### src/rtl/stg4ma_pkg.sv
// Shared sizes, opcodes, memory-access FSM codes and the writeback bundle
// used by the memory-access stage (stg4ma) and its bus controller.
package stg4ma_pkg;

    localparam int SIZE_ADDR   = 24;
    localparam int SIZE_DATA   = 24;
    localparam int SIZE_OPC    = 6;
    localparam int SIZE_TGT_GP = 4;
    localparam int SIZE_TGT_SR = 2;
    localparam int HBIT_ADDR   = SIZE_ADDR - 1;

    localparam logic [SIZE_OPC-1:0] OPC_NOP  = 6'h00;
    localparam logic [SIZE_OPC-1:0] OPC_ADD  = 6'h01;
    localparam logic [SIZE_OPC-1:0] OPC_M_LD = 6'h10;
    localparam logic [SIZE_OPC-1:0] OPC_M_ST = 6'h11;

    localparam int SIZE_MA_STATE = 1;

    typedef enum logic [SIZE_MA_STATE-1:0] {
        MA_STATE_IDLE = 1'b0,
        MA_STATE_BUSY = 1'b1
    } ma_state_e;

    typedef struct packed {
        logic [SIZE_ADDR-1:0]   pc;
        logic [SIZE_DATA-1:0]   instr;
        logic [SIZE_OPC-1:0]    opc;
        logic [SIZE_TGT_GP-1:0] tgt_gp;
        logic [SIZE_TGT_SR-1:0] tgt_sr;
        logic [SIZE_DATA-1:0]   result;
    } ma_wb_t;

    function automatic logic is_mem_op(input logic [SIZE_OPC-1:0] opc);
        return (opc == OPC_M_LD) || (opc == OPC_M_ST);
    endfunction

endpackage

### src/rtl/stg4ma_bus.sv
// Data-memory req/ack controller for stg4ma: FSM, latched request fields
// and, with STG4MA_TIMEOUT_EN defined, the wait counter and fault pulse.
module stg4ma_bus
    import stg4ma_pkg::*;
#(
    parameter int TIMEOUT_CYCLES = 16
) (
    input  logic                 clk,
    input  logic                 rst,
    input  logic                 start,
    input  logic                 start_we,
    input  logic [SIZE_ADDR-1:0] start_addr,
    input  logic [SIZE_DATA-1:0] start_wdata,
    input  logic                 ack,
    output logic                 req,
    output logic                 we,
    output logic [SIZE_ADDR-1:0] addr,
    output logic [SIZE_DATA-1:0] wdata,
    output logic                 busy,
    output logic                 done,
    output logic                 expire,
    output logic                 fault
);

    ma_state_e            state_q, state_d;
    logic                 req_q, req_d;
    logic                 we_q, we_d;
    logic [SIZE_ADDR-1:0] addr_q, addr_d;
    logic [SIZE_DATA-1:0] wdata_q, wdata_d;

    assign busy = (state_q == MA_STATE_BUSY);
    assign done = busy && (ack || expire);

    always_comb begin
        state_d = state_q;
        req_d   = req_q;
        we_d    = we_q;
        addr_d  = addr_q;
        wdata_d = wdata_q;
        unique case (state_q)
            MA_STATE_IDLE: begin
                if (start) begin
                    state_d = MA_STATE_BUSY;
                    req_d   = 1'b1;
                    we_d    = start_we;
                    addr_d  = start_addr;
                    wdata_d = start_wdata;
                end
            end
            MA_STATE_BUSY: begin
                if (ack || expire) begin
                    state_d = MA_STATE_IDLE;
                    req_d   = 1'b0;
                end
            end
            default: begin
                state_d = MA_STATE_IDLE;
                req_d   = 1'b0;
            end
        endcase
    end

    always_ff @(posedge clk) begin
        if (rst) begin
            state_q <= MA_STATE_IDLE;
            req_q   <= 1'b0;
            we_q    <= 1'b0;
            addr_q  <= '0;
            wdata_q <= '0;
        end else begin
            state_q <= state_d;
            req_q   <= req_d;
            we_q    <= we_d;
            addr_q  <= addr_d;
            wdata_q <= wdata_d;
        end
    end

    assign req   = req_q;
    assign we    = we_q;
    assign addr  = addr_q;
    assign wdata = wdata_q;

`ifdef STG4MA_TIMEOUT_EN
    localparam int CNT_W = $clog2(TIMEOUT_CYCLES + 1);

    logic [CNT_W-1:0] cnt_q, cnt_d;
    logic             fault_q, fault_d;

    // An ack arriving in the expiry cycle takes priority over the abort.
    assign expire = busy && !ack && (cnt_q == CNT_W'(TIMEOUT_CYCLES));

    always_comb begin
        cnt_d   = cnt_q;
        fault_d = expire;
        if (!busy) begin
            cnt_d = '0;
        end else if (!ack && !expire) begin
            cnt_d = cnt_q + CNT_W'(1);
        end
    end

    always_ff @(posedge clk) begin
        if (rst) begin
            cnt_q   <= '0;
            fault_q <= 1'b0;
        end else begin
            cnt_q   <= cnt_d;
            fault_q <= fault_d;
        end
    end

    assign fault = fault_q;
`else
    logic unused_timeout_cfg;
    assign unused_timeout_cfg = |TIMEOUT_CYCLES;
    assign expire = 1'b0;
    assign fault  = 1'b0;
`endif

endmodule

### src/rtl/stg4ma.sv
// Pipeline stage 4, memory access: stall logic and writeback bundle register.
// Optional access timeout enabled by defining STG4MA_TIMEOUT_EN.
module stg4ma
    import stg4ma_pkg::*;
#(
    parameter int TIMEOUT_CYCLES = 16
) (
    input  logic                   iw_clk,
    input  logic                   iw_rst,
    input  logic [SIZE_ADDR-1:0]   iw_pc,
    input  logic [SIZE_DATA-1:0]   iw_instr,
    input  logic [SIZE_OPC-1:0]    iw_opc,
    input  logic [SIZE_TGT_GP-1:0] iw_tgt_gp,
    input  logic [SIZE_TGT_SR-1:0] iw_tgt_sr,
    input  logic [SIZE_DATA-1:0]   iw_result,
    input  logic [SIZE_DATA-1:0]   iw_st_data,
    output logic                   ow_stall,
    output logic                   ow_mem_req,
    output logic                   ow_mem_we,
    output logic [SIZE_ADDR-1:0]   ow_mem_addr,
    output logic [SIZE_DATA-1:0]   ow_mem_wdata,
    input  logic                   iw_mem_ack,
    input  logic [SIZE_DATA-1:0]   iw_mem_rdata,
    output logic [SIZE_ADDR-1:0]   ow_pc,
    output logic [SIZE_DATA-1:0]   ow_instr,
    output logic [SIZE_OPC-1:0]    ow_opc,
    output logic [SIZE_TGT_GP-1:0] ow_tgt_gp,
    output logic [SIZE_TGT_SR-1:0] ow_tgt_sr,
    output logic [SIZE_DATA-1:0]   ow_result,
    output logic                   ow_fault
);

    logic   start;
    logic   busy;
    logic   done;
    logic   expire;
    ma_wb_t wb_q, wb_d;

    assign start = !busy && is_mem_op(iw_opc);

    stg4ma_bus #(
        .TIMEOUT_CYCLES(TIMEOUT_CYCLES)
    ) u_bus (
        .clk        (iw_clk),
        .rst        (iw_rst),
        .start      (start),
        .start_we   (iw_opc == OPC_M_ST),
        .start_addr (iw_result[HBIT_ADDR:0]),
        .start_wdata(iw_st_data),
        .ack        (iw_mem_ack),
        .req        (ow_mem_req),
        .we         (ow_mem_we),
        .addr       (ow_mem_addr),
        .wdata      (ow_mem_wdata),
        .busy       (busy),
        .done       (done),
        .expire     (expire),
        .fault      (ow_fault)
    );

    assign ow_stall = start || (busy && !done);

    // Stall cycles register a bubble; everything else loads the inputs.
    always_comb begin
        wb_d = '0;
        if (!ow_stall) begin
            wb_d.pc     = iw_pc;
            wb_d.instr  = iw_instr;
            wb_d.opc    = iw_opc;
            wb_d.tgt_gp = iw_tgt_gp;
            wb_d.tgt_sr = iw_tgt_sr;
            wb_d.result = iw_result;
            if (done && expire) begin
                wb_d.result = '0;
                wb_d.tgt_gp = '0;
            end else if (done && iw_opc == OPC_M_LD) begin
                wb_d.result = iw_mem_rdata;
            end
        end
    end

    always_ff @(posedge iw_clk) begin
        if (iw_rst) begin
            wb_q <= '0;
        end else begin
            wb_q <= wb_d;
        end
    end

    assign ow_pc     = wb_q.pc;
    assign ow_instr  = wb_q.instr;
    assign ow_opc    = wb_q.opc;
    assign ow_tgt_gp = wb_q.tgt_gp;
    assign ow_tgt_sr = wb_q.tgt_sr;
    assign ow_result = wb_q.result;

endmodule
### config.mk
export PLATFORM = sky130hd
export DESIGN_NAME = stg4ma
export DESIGN_NICKNAME = d
export VERILOG_FILES = /design/src/rtl/stg4ma_pkg.sv /design/src/rtl/stg4ma_bus.sv /design/src/rtl/stg4ma.sv
export SDC_FILE = /design/constraint.sdc
export NUM_CORES = 1
export LEC_CHECK = 0
export CAP_MARGIN = 10
export CORE_MARGIN = 4
export CORE_UTILIZATION = 30
export CTS_BUF_LIST = sky130_fd_sc_hd__clkbuf_16
export CTS_CLUSTER_DIAMETER = 100
export DETAILED_ROUTE_END_ITERATION = 8
export PLACE_DENSITY_LB_ADDON = 0.12
export SYNTH_ARGS = -nofsm -noshare
export SYNTH_HDL_FRONTEND = slang
export SYNTH_SLANG_ARGS = --single-unit
export TNS_END_PERCENT = 5
### constraint.sdc
create_clock -name iw_clk -period 5.4 [get_ports iw_clk]
set_clock_uncertainty 0.2 [all_clocks]
set_input_delay 1.08 -clock iw_clk [delete_from_list [all_inputs] [get_ports iw_clk]]
set_output_delay 1.08 -clock iw_clk [all_outputs]
set_load 0.01 [all_outputs]
# Word-level counts from Yosys, hierarchy flattened
# Cells that the tools add are included.
[word_totals] register_bits=135 in_bits=135 output_inout_bits=136 elab_cells=34
[classes] eq_ne=4 n_mux=7 n_bitwise=1 n_reduce_logical=11
[ops] cell="2-to-1 mux 24 bit" count=1
[ops] cell="equality test 6 x 5 -> 1 bit, second input constant" count=2
[ops] cell="logical AND 1 bit" count=4
[ops] cell="2-to-1 mux 1 bit" count=4
[ops] cell="!= test 2 bit, second input constant" count=2
[ops] cell="one-hot mux 1 bit (2 select lines)" count=2
[ops] cell="AND reduction 2 bit" count=2
[ops] cell="zero test 1 bit" count=2
[ops] cell="logical OR 1 bit" count=2
[ops] cell="OR reduction 2 bit" count=1
[ops] cell="inverter 1 bit" count=1

# Logic depth before layout (Yosys ltp)
# Gate-level depths: netlist of the first run.
[depth] ltp_word=5 depth_mapped=5 mapped_depth_nobuf=3

# By module
# From an unflattened synthesis of the first run, not the netlist that was laid out.
[unflattened] hier_cells=485 area_unflattened_um2=5226.3
[modules_own_cells] mod="stg4ma" n_inst=1 cells_each=252 area_per_inst_um2=2889.0 seq_area_each_um2=1681.6
[modules_own_cells] mod="stg4ma_bus" n_inst=1 cells_each=233 area_per_inst_um2=2337.2 seq_area_each_um2=1021.0

# Least setup slack after synthesis of the first run
# No wires, ideal clock.
[synth_timing] kind="input to output" startpoint="in iw_opc[5]" endpoint="out ow_stall" t_arrival_ns=1.699 required_time_ns=4.120 slack_ns=2.421 stages=2 path_buffers=0 path_cell_list="nor4_4 -> a21o_1"
[synth_between] elab_chain_len=4 word_cells_on_any_way=5 classes_between="2 x eq/ne; 3 x reduce/logical"
[synth_lines] element="start: declaration" line_no="stg4ma.sv:12" rtl="input logic [SIZE_OPC-1:0] iw_opc,"
[synth_lines] element="equality test 6 x 5 -> 1 bit" line_no="stg4ma_pkg.sv:34" rtl="return (opc == OPC_M_LD) || (opc == OPC_M_ST);"
[synth_lines] element="logical OR 1 bit *" line_no="stg4ma_pkg.sv:34"
[synth_lines] element="logical AND 1 bit *" line_no="stg4ma.sv:39" rtl="assign start = !busy && is_mem_op(iw_opc);"
[synth_lines] element="logical OR 1 bit *" line_no="stg4ma.sv:61" rtl="assign ow_stall = start || (busy && !done);"
[synth_lines] element="end: declaration" line_no="stg4ma.sv:17" rtl="output logic ow_stall,"
# Every way passes the cells marked *; elsewhere a longest branch is shown, timed or not.

# Final worst setup path of the first run
# Same ends and word-level chain as after synthesis.

==> impl_metrics.yaml, run 1 <==
global_route:
  grt.overflow.total: 0
  grtUsageTotal_pct: 18.9
  grt_max_degree: 61
  grt_pass1_wl_mm: 24.7
  grt_pass1_vias: 4520
  antenna_found_initial: 0
drt:
  wl_mm: 17.1
  avgRoutedWirePerCell_um: 18.5
  antenna_left: 0
  drt_pass1_iterations: 5
  drtIter0Drc: 215
  remaining_drc_errors: 0
  vias_per_cell: 4.95
  vias: 4571
critical_path:
  cp_top_family: "buffers and inverters"
  cp-endpoint: "ow_stall"
  r2r-end: "ow_result[13]"
  path_class: "input pin to output port"
  cp_cell_sequence: "clkdlybuf4s50_1, nor4_4, a21o_1, clkdlybuf4s50_1"
  reg2reg_depth: 4
  crit_arrival_ns: 2.71
  rr_startpoint: "u_bus.busy"
  rrSetupSlack_ns: 2.90
  critPathLaunchType: "input pin"
  max_stage_delay_ns: 0.59
  cp.depth: 4
  worstPathRequired_ns: 4.12
  end_kind: "output port"
  crit_buf_inv: 2
  crit_slowest_cell: "clkdlybuf4s50_1"
  critPathLaunch: "iw_opc[5]"
  critPathMaxFanout: 5
  critPathMostFrequentCell: "clkdlybuf4s50_1"
placed_design:
  place_area_um2: 7320
  gp_congestion: 0.768
  dp_hpwl_mm: 11.7
  io_buffers: 269
clock_tree:
  cts_made_buffers: 17
  root_buffer: "clkbuf_16"
  clk-insertion-delay-late_ns: 0.41
  cts_hold_buf: 0
  cts_tree: "built"
  htreeDepth: 4
  post_cts_resized: 0
  cts_sinks: 135
  cts_setup_buffers: 0
  cts_buffer_depth: 2
  path_clk_slew_ns: 0.06
logic_synthesis:
  synth-xor-area-share_pct: 0
  synth_area_per_cell_um2: 9.46
  yosys.area_share.adder_pct: 0
  synth-seq-cells: 135
  syn_area_um2: 4540
  synth_simple_gate_area_share_pct: 19.3
  synth_top_family_by_area: "simple AND/OR/NAND/NOR gates"
  seq_area_frac_synth_pct: 59.5
  ys_warn_count: 0
  synthMuxAreaShare_pct: 0
  synth_compound_area_share_pct: 16.8
  synth_cell_types: 25
  synth_fp_nets: 615
  synth_cells: 480
floorplan:
  initial_core_util_pct: 30.9
  dieArea_um2: 17200
  die_y_um: 131
  fp.dieW_um: 131
  io_pins: 271
  coreArea_um2: 14700
  rows: 44
timing:
  fin_crit_sh_pct: 73.9
  slew_viol_final: 0
  worstMarginPinSlew_ns: 1.13
  fmax_mhz: 250
  min_period_ns: 3.99
  setup_tns_ns: 0
  maxSlewHeadroom_pct: 24.9
  rsz0062_at_grt: "false"
  setup-violations-final: 0
  finalHoldViolCount: 0
outcome:
  status: "finished clean"
cells_and_area:
  nets: 861
  drive_above_1_share_pct: 5.82
  design_area_um2: 7890
  nFillCells: 1325
  final_common_cell: "clkdlybuf4s50_1"
  layout_common_cells: "clkdlybuf4s50_1 (268), dfxtp_1 (135), a21oi_1 (74)"
  diodes: 0
  utilization_pct: 53.7
  area_delta_synth_final_pct: 73.8
worst_hold_path:
  hp-class: "register to register"
power_and_ir_drop:
  p_per_area_nw_per_um2: 307
  peakVddDrop_mv: 0.243
  p_leak_uw: 0.00279
job:
  cap_violations: 0
[registers in the layout, summed over array words and instances (netlist names)]
| register | count |
|---|---|
| u_bus.wdata | 24 |
| u_bus.req | 1 |
| ow_result | 24 |
| u_bus.addr | 24 |
| ow_instr | 24 |
| ow_opc | 6 |
| u_bus.we | 1 |
| ow_pc | 24 |
| u_bus.busy | 1 |
| ow_tgt_sr | 2 |
| ow_tgt_gp | 4 |
[cells in the mapped netlist]
master,instances,area share [%]
dfxtp_1,135,60
a21oi_1,74,8.2
o21ai_0,61,6.7
and2_1,60,8.3
nand3_1,49,5.4
clkbuf_1,40,3.3
nand4_1,24,3.3
o21ai_1,12,1.3
buf_2,5,0.55
nand2_1,3,0.25
nor2b_1,3,0.41
a211o_1,1,0.19
a211oi_2,1,0.28
a21o_1,1,0.17
and3b_1,1,0.19
buf_4,1,0.17
buf_6,1,0.25
conb_1,1,0.083
nand2b_1,1,0.14
nand4b_1,1,0.19
nor2_1,1,0.083
nor3b_1,1,0.17
nor4_4,1,0.47
or4_1,1,0.17
or4_4,1,0.25
[per-stage QoR]
step | power (µW) | hold WS [ns] | cells | setup slack [ns]
global placement | 1360 | 0.253 | 890 | 1.40
finish | 2420 | 0.269 | 923 | 1.41
global route | 2520 | 0.280 | 923 | 1.30
detailed placement | 1370 | 0.253 | 890 | 1.40
floorplan | 1160 | 0.281 | 480 | 2.42
CTS | 2450 | 0.265 | 922 | 1.38
[cell type report]
cell class / instances / area [µm²] / area share, %
Clock buffer: 17 / 425 / 5.39
Clock inverter: 15 / 131 / 1.66
Multi-Input combinational cell: 298 / 1670 / 21.2
Sequential cell: 135 / 2700 / 34.2
Tap cell: 184 / 230 / 2.92
Timing Repair Buffer: 274 / 2730 / 34.6
[cell families after synthesis]
| kind of cell | after synthesis |
|---|---|
| other | 1 |
| AO/OA/AOI/OAI | 150 |
| flip-flops | 135 |
| AND/OR/NAND/NOR | 147 |
| buffers and inverters | 47 |
[worst min path at each step]
stage / from / cells after the start / slack (ns) / end
floorplan: u_bus.req / 2 / 0.28 / u_bus.req
global placement: u_bus.req / 2 / 0.25 / u_bus.req
detailed placement: u_bus.req / 2 / 0.25 / u_bus.req
CTS: u_bus.req / 2 / 0.26 / u_bus.req
global route: u_bus.req / 2 / 0.28 / u_bus.req
finish: u_bus.req / 2 / 0.27 / u_bus.req
[metal layers]
layer | track usage [%] | part of all wire [%]
met1 | 21.7 | 39
met2 | 30.5 | 47
met3 | 9.07 | 11
met4 | 7.20 | 2.2
met5 | 0 | 0
[power by group]
group | total, µW | leakage [µW] | switching, µW | internal [µW]
sequential | 1050 | 0.00111 | 12.3 | 1040
combinational | 294 | 0.00142 | 119 | 175
clock | 1080 | 0.000257 | 443 | 633
[tightest hold or removal path: stages (launching register included)]
cell	delay [ns]
dfxtp_1	0.31
nand2_1	0.06
a21oi_1	0.06
(Power assumes the default switching activity.)
==> inputs of run 2 (changes only) <==
clock period = 3.7 ns   (was 5.4 ns; I/O delays follow)
==> run 2 against run 1 <==
Compared with the run above:
- final cell count up 0.43%
- register-to-register slack worse by 1.4 ns
- critical path depth stayed put
- via count decreased by 0.72%
- combinational power rose by 46%
- worst hold slack lost 0.0072 ns
- die area stayed put
- routed wire length increased by 0.39%
- critical path type unchanged
- largest cell class unchanged
==> impl_metrics.yaml, run 2 (same netlist as run 1, synthesis figures left out) <==
outcome:
  status: "finished clean"
timing:
  rsz0062_at_grt: "false"
  finalHoldViolCount: 0
  maxSlewHeadroom_pct: 37.6
  slew_viol_final: 0
  hold_ws_ns: 0.262
  worstMarginPinSlew_ns: 0.936
  fmax_mhz: 301
  setup_tns_ns: 0
  min_period_ns: 3.33
  fin_crit_sh_pct: 89.9
  setup-violations-final: 0
job:
  cap_violations: 0
critical_path:
  end_kind: "output port"
  reg2reg_depth: 5
  rr_startpoint: "u_bus.busy"
  cp-endpoint: "ow_stall"
  critPathMaxFanout: 5
  r2r-end: "ow_instr[20]"
  cp.depth: 4
  crit_arrival_ns: 2.39
  crit_buf_inv: 2
  crit_slowest_cell: "clkdlybuf4s50_1"
  cp_top_family: "buffers and inverters"
  worstPathRequired_ns: 2.76
  critPathLaunch: "iw_opc[5]"
  rrSetupSlack_ns: 1.53
  critPathLaunchType: "input pin"
  path_class: "input pin to output port"
  cp_cell_sequence: "clkdlybuf4s50_1, nor4_4, a21o_1, clkdlybuf4s50_1"
  max_stage_delay_ns: 0.59
  critPathMostFrequentCell: "clkdlybuf4s50_1"
drt:
  antenna_left: 0
  vias: 4538
  drt_pass1_iterations: 6
  vias_per_cell: 4.90
  avgRoutedWirePerCell_um: 18.5
  wl_mm: 17.1
  drtIter0Drc: 275
  remaining_drc_errors: 0
clock_tree:
  cts_sinks: 135
  root_buffer: "clkbuf_16"
  post_cts_resized: 0
  cts_tree: "built"
  path_clk_slew_ns: 0.06
  clk-insertion-delay-late_ns: 0.41
  cts_buffer_depth: 2
  cts_hold_buf: 0
  cts_setup_buffers: 0
  cts_made_buffers: 17
  htreeDepth: 4
power_and_ir_drop:
  switchingPower_uw: 830
  power_frac_seq_pct: 41.1
  p_per_area_nw_per_um2: 466
  design_power_total_uw: 3720
  peakVddDrop_mv: 0.307
  p_leak_uw: 0.00285
  p_clk_share_pct: 47.3
  combPwrFrac_pct: 11.6
  p_sw_share_pct: 22.3
  power.internal_uw: 2890
cells_and_area:
  area_delta_synth_final_pct: 75.5
  nets: 865
  utilization_pct: 54.2
  diodes: 0
  final_common_cell: "clkdlybuf4s50_1"
  drive_above_1_share_pct: 6.33
  layout_common_cells: "clkdlybuf4s50_1 (268), dfxtp_1 (135), a21oi_1 (74)"
  design_area_um2: 7970
worst_hold_path:
  hp-class: "register to register"
global_route:
  grt_pass1_wl_mm: 25.2
  grt_pass1_vias: 4589
  grt.overflow.total: 0
  grtUsageTotal_pct: 19.3
  grt_max_degree: 61
  antenna_found_initial: 0
floorplan:
  io_pins: 271
  fp.dieW_um: 131
  coreArea_um2: 14700
  die_y_um: 131
  dieArea_um2: 17200
  rows: 44
  initial_core_util_pct: 30.9
placed_design:
  gp_congestion: 0.765
  place_area_um2: 7360
  dp_hpwl_mm: 11.6
  io_buffers: 269
==> run 2: layout make-up <==
| type | instances | area, µm² |
|---|---|---|
| multi-input cells | 298 | 1670 |
| fillers | 1332 | 6730 |
| repair buffers | 278 | 2760 |
| flip-flops and latches | 135 | 2700 |
| clock buffers | 17 | 425 |
| clock inverters | 15 | 188 |
| well taps | 184 | 230 |
==> run 2: routing by layer <==
metal,wire (µm),share of wire [%],GRT usage [%],vias to the layer above
met5,0,0,0,-
met3,1900,11,7.93,26
met1,6840,40,22.8,2107
met4,348,2.0,7.32,0
met2,8050,47,31.3,234
li1,-,-,-,2171
==> run 2: stage by stage <==
stage | worst slack, ns | instances
after floorplan | 1.40 | 480
after global placement | 0.389 | 895
after detailed placement | 0.375 | 895
after CTS | 0.354 | 927
after global routing | 0.251 | 927
final | 0.373 | 927
==> run 2: worst reg2reg max path, cell delays in order (launching register included) <==
cell	delay, ns
dfxtp_1	0.37
nor4_4	0.30
buf_4	0.54
a211oi_4	0.12
buf_4	0.29
and2_1	0.25
==> run 2: worst min path at each step <==
stage / from / endpoint / depth (start not counted)
final: u_bus.req / u_bus.req / 2
after global routing: u_bus.addr[8] / u_bus.addr[8] / 2
after CTS: u_bus.req / u_bus.req / 2
after detailed placement: u_bus.req / u_bus.req / 2
after global placement: u_bus.req / u_bus.req / 2
after floorplan: u_bus.req / u_bus.req / 2
==> run 2: power groups by stage <==
stage,Combinational (µW),Clock [µW],Sequential [µW]
2_1_floorplan,98.8,0,1590
3_3_place_gp,430,0,1560
3_5_place_dp,432,0,1560
4_1_cts,435,1790,1530
5_1_grt,462,1860,1530
6_report,430,1760,1530
==> inputs of run 3 (changes only) <==
GPL_TIMING_DRIVEN = 0   (was default)
==> run 3 against run 2 <==
Compared with the run above:
- clock power barely moved
- largest power group unchanged
- clock-buffer cell count did not move
- register-to-register slack improved by 0.20 ns
==> impl_metrics.yaml, run 3 (same netlist as run 1, synthesis figures left out) <==
worst_hold_path:
  worstHoldStart: "u_bus.req"
  hp-class: "register to register"
critical_path:
  critPathMaxFanout: 8
  crit_arrival_ns: 2.59
  rr_startpoint: "u_bus.busy"
  critPathLaunchType: "input pin"
  worstPathRequired_ns: 2.76
  end_kind: "output port"
  critPathLaunch: "iw_opc[4]"
  path_class: "input pin to output port"
cells_and_area:
  multi_input_area_um2: 1640
  final_common_cell: "clkdlybuf4s50_1"
  drive_above_1_share_pct: 5.00
  regArea_um2: 2700
  layout_common_cells: "clkdlybuf4s50_1 (268), dfxtp_1 (135), a21oi_1 (74)"
  nets: 905
  utilization_pct: 55.0
  diodes: 0
  nFillCells: 1324
  area_delta_synth_final_pct: 78.1
  design_area_um2: 8090
global_route:
  grtUsageTotal_pct: 18.8
  grt_pass1_vias: 4653
  grt_max_degree: 17
  grt_pass1_wl_mm: 24.5
  antenna_found_initial: 0
  grt.overflow.total: 0
clock_tree:
  htreeDepth: 4
  clk-insertion-delay-late_ns: 0.40
  path_clk_slew_ns: 0.05
  cts_tree: "built"
  cts_setup_buffers: 0
  post_cts_resized: 0
  cts_sinks: 135
  cts_made_buffers: 17
  cts_hold_buf: 0
  root_buffer: "clkbuf_16"
  cts_buffer_depth: 2
drt:
  drtIter0Drc: 233
  vias: 4594
  wl_mm: 16.8
  avgRoutedWirePerCell_um: 17.4
  drt_pass1_iterations: 4
  remaining_drc_errors: 0
  antenna_left: 0
  vias_per_cell: 4.77
floorplan:
  coreArea_um2: 14700
  io_pins: 271
  initial_core_util_pct: 30.9
  dieArea_um2: 17200
  rows: 44
  die_y_um: 131
  fp.dieW_um: 131
placed_design:
  gp_congestion: 0.779
  place_area_um2: 7450
  io_buffers: 268
  dp_hpwl_mm: 12.9
  dp_slack_ns: 0.0131
timing:
  rsz0062_at_grt: "false"
  hold_ws_ns: 0.268
  fmax_mhz: 283
  setup_tns_ns: 0
  maxSlewHeadroom_pct: 39.2
  setup-violations-final: 0
  fin_crit_sh_pct: 95.5
  min_period_ns: 3.53
  slew_viol_final: 0
  finalHoldViolCount: 0
  setup_ws_ns: 0.167
  worstMarginPinSlew_ns: 0.910
outcome:
  status: "finished clean"
power_and_ir_drop:
  p_per_area_nw_per_um2: 462
  p_leak_uw: 0.00289
  peakVddDrop_mv: 0.281
job:
  cap_violations: 0
==> run 3: changes by cell type in the layout (fill, tap and decap cells not counted), moves of 2 or more <==
cell,change
buf_4,-5
clkinv_2,-2
buf_2,+4
clkinvlp_4,-2
clkbuf_1,+40
==> run 3: final cells by class <==
class                   count  area share (%)
repair buffers            271            33.4
multi-input cells         298            20.3
flip-flops and latches    135            33.4
clock buffers              17            5.26
clock inverters            12            2.32
well taps                 184            2.85
plain buffers              47            2.40
==> run 3: per-layer routing <==
| metal | GRT usage, % | wire [µm] | vias to the layer above |
|---|---|---|---|
| met3 | 7.20 | 1610 | 18 |
| li1 | - | - | 2259 |
| met5 | 0 | 0 | - |
| met1 | 21.8 | 6790 | 2131 |
| met4 | 6.65 | 256 | 0 |
| met2 | 31.8 | 8140 | 186 |
==> run 3: worst max-delay path: stages <==
cell and delay [ns]:
clkdlybuf4s50_1 0.55, nor2b_1 0.15, clkbuf_1 0.38, a21o_1 0.19, clkdlybuf4s50_1 0.59
==> run 3: final timing paths <==
path,end,cells after the start,slack (ns)
setup reg to reg,ow_pc[15],5,1.73
hold reg to reg,u_bus.req,2,0.27
hold / removal,u_bus.req,2,0.27
setup / recovery,ow_stall,5,0.17
==> run 3: where the power goes <==
| group | switching, µW | total [µW] | internal, µW |
|---|---|---|---|
| clock | 593 | 1770 | 1170 |
| combinational | 174 | 435 | 262 |
| sequential | 17.0 | 1530 | 1510 |
==> run 3: per-stage QoR <==
stage / instances / power [µW]
floorplan: 480 / 1690
global placement: 932 / 1990
detailed placement: 932 / 2000
CTS: 961 / 3780
global route: 964 / 3870
finish: 964 / 3730
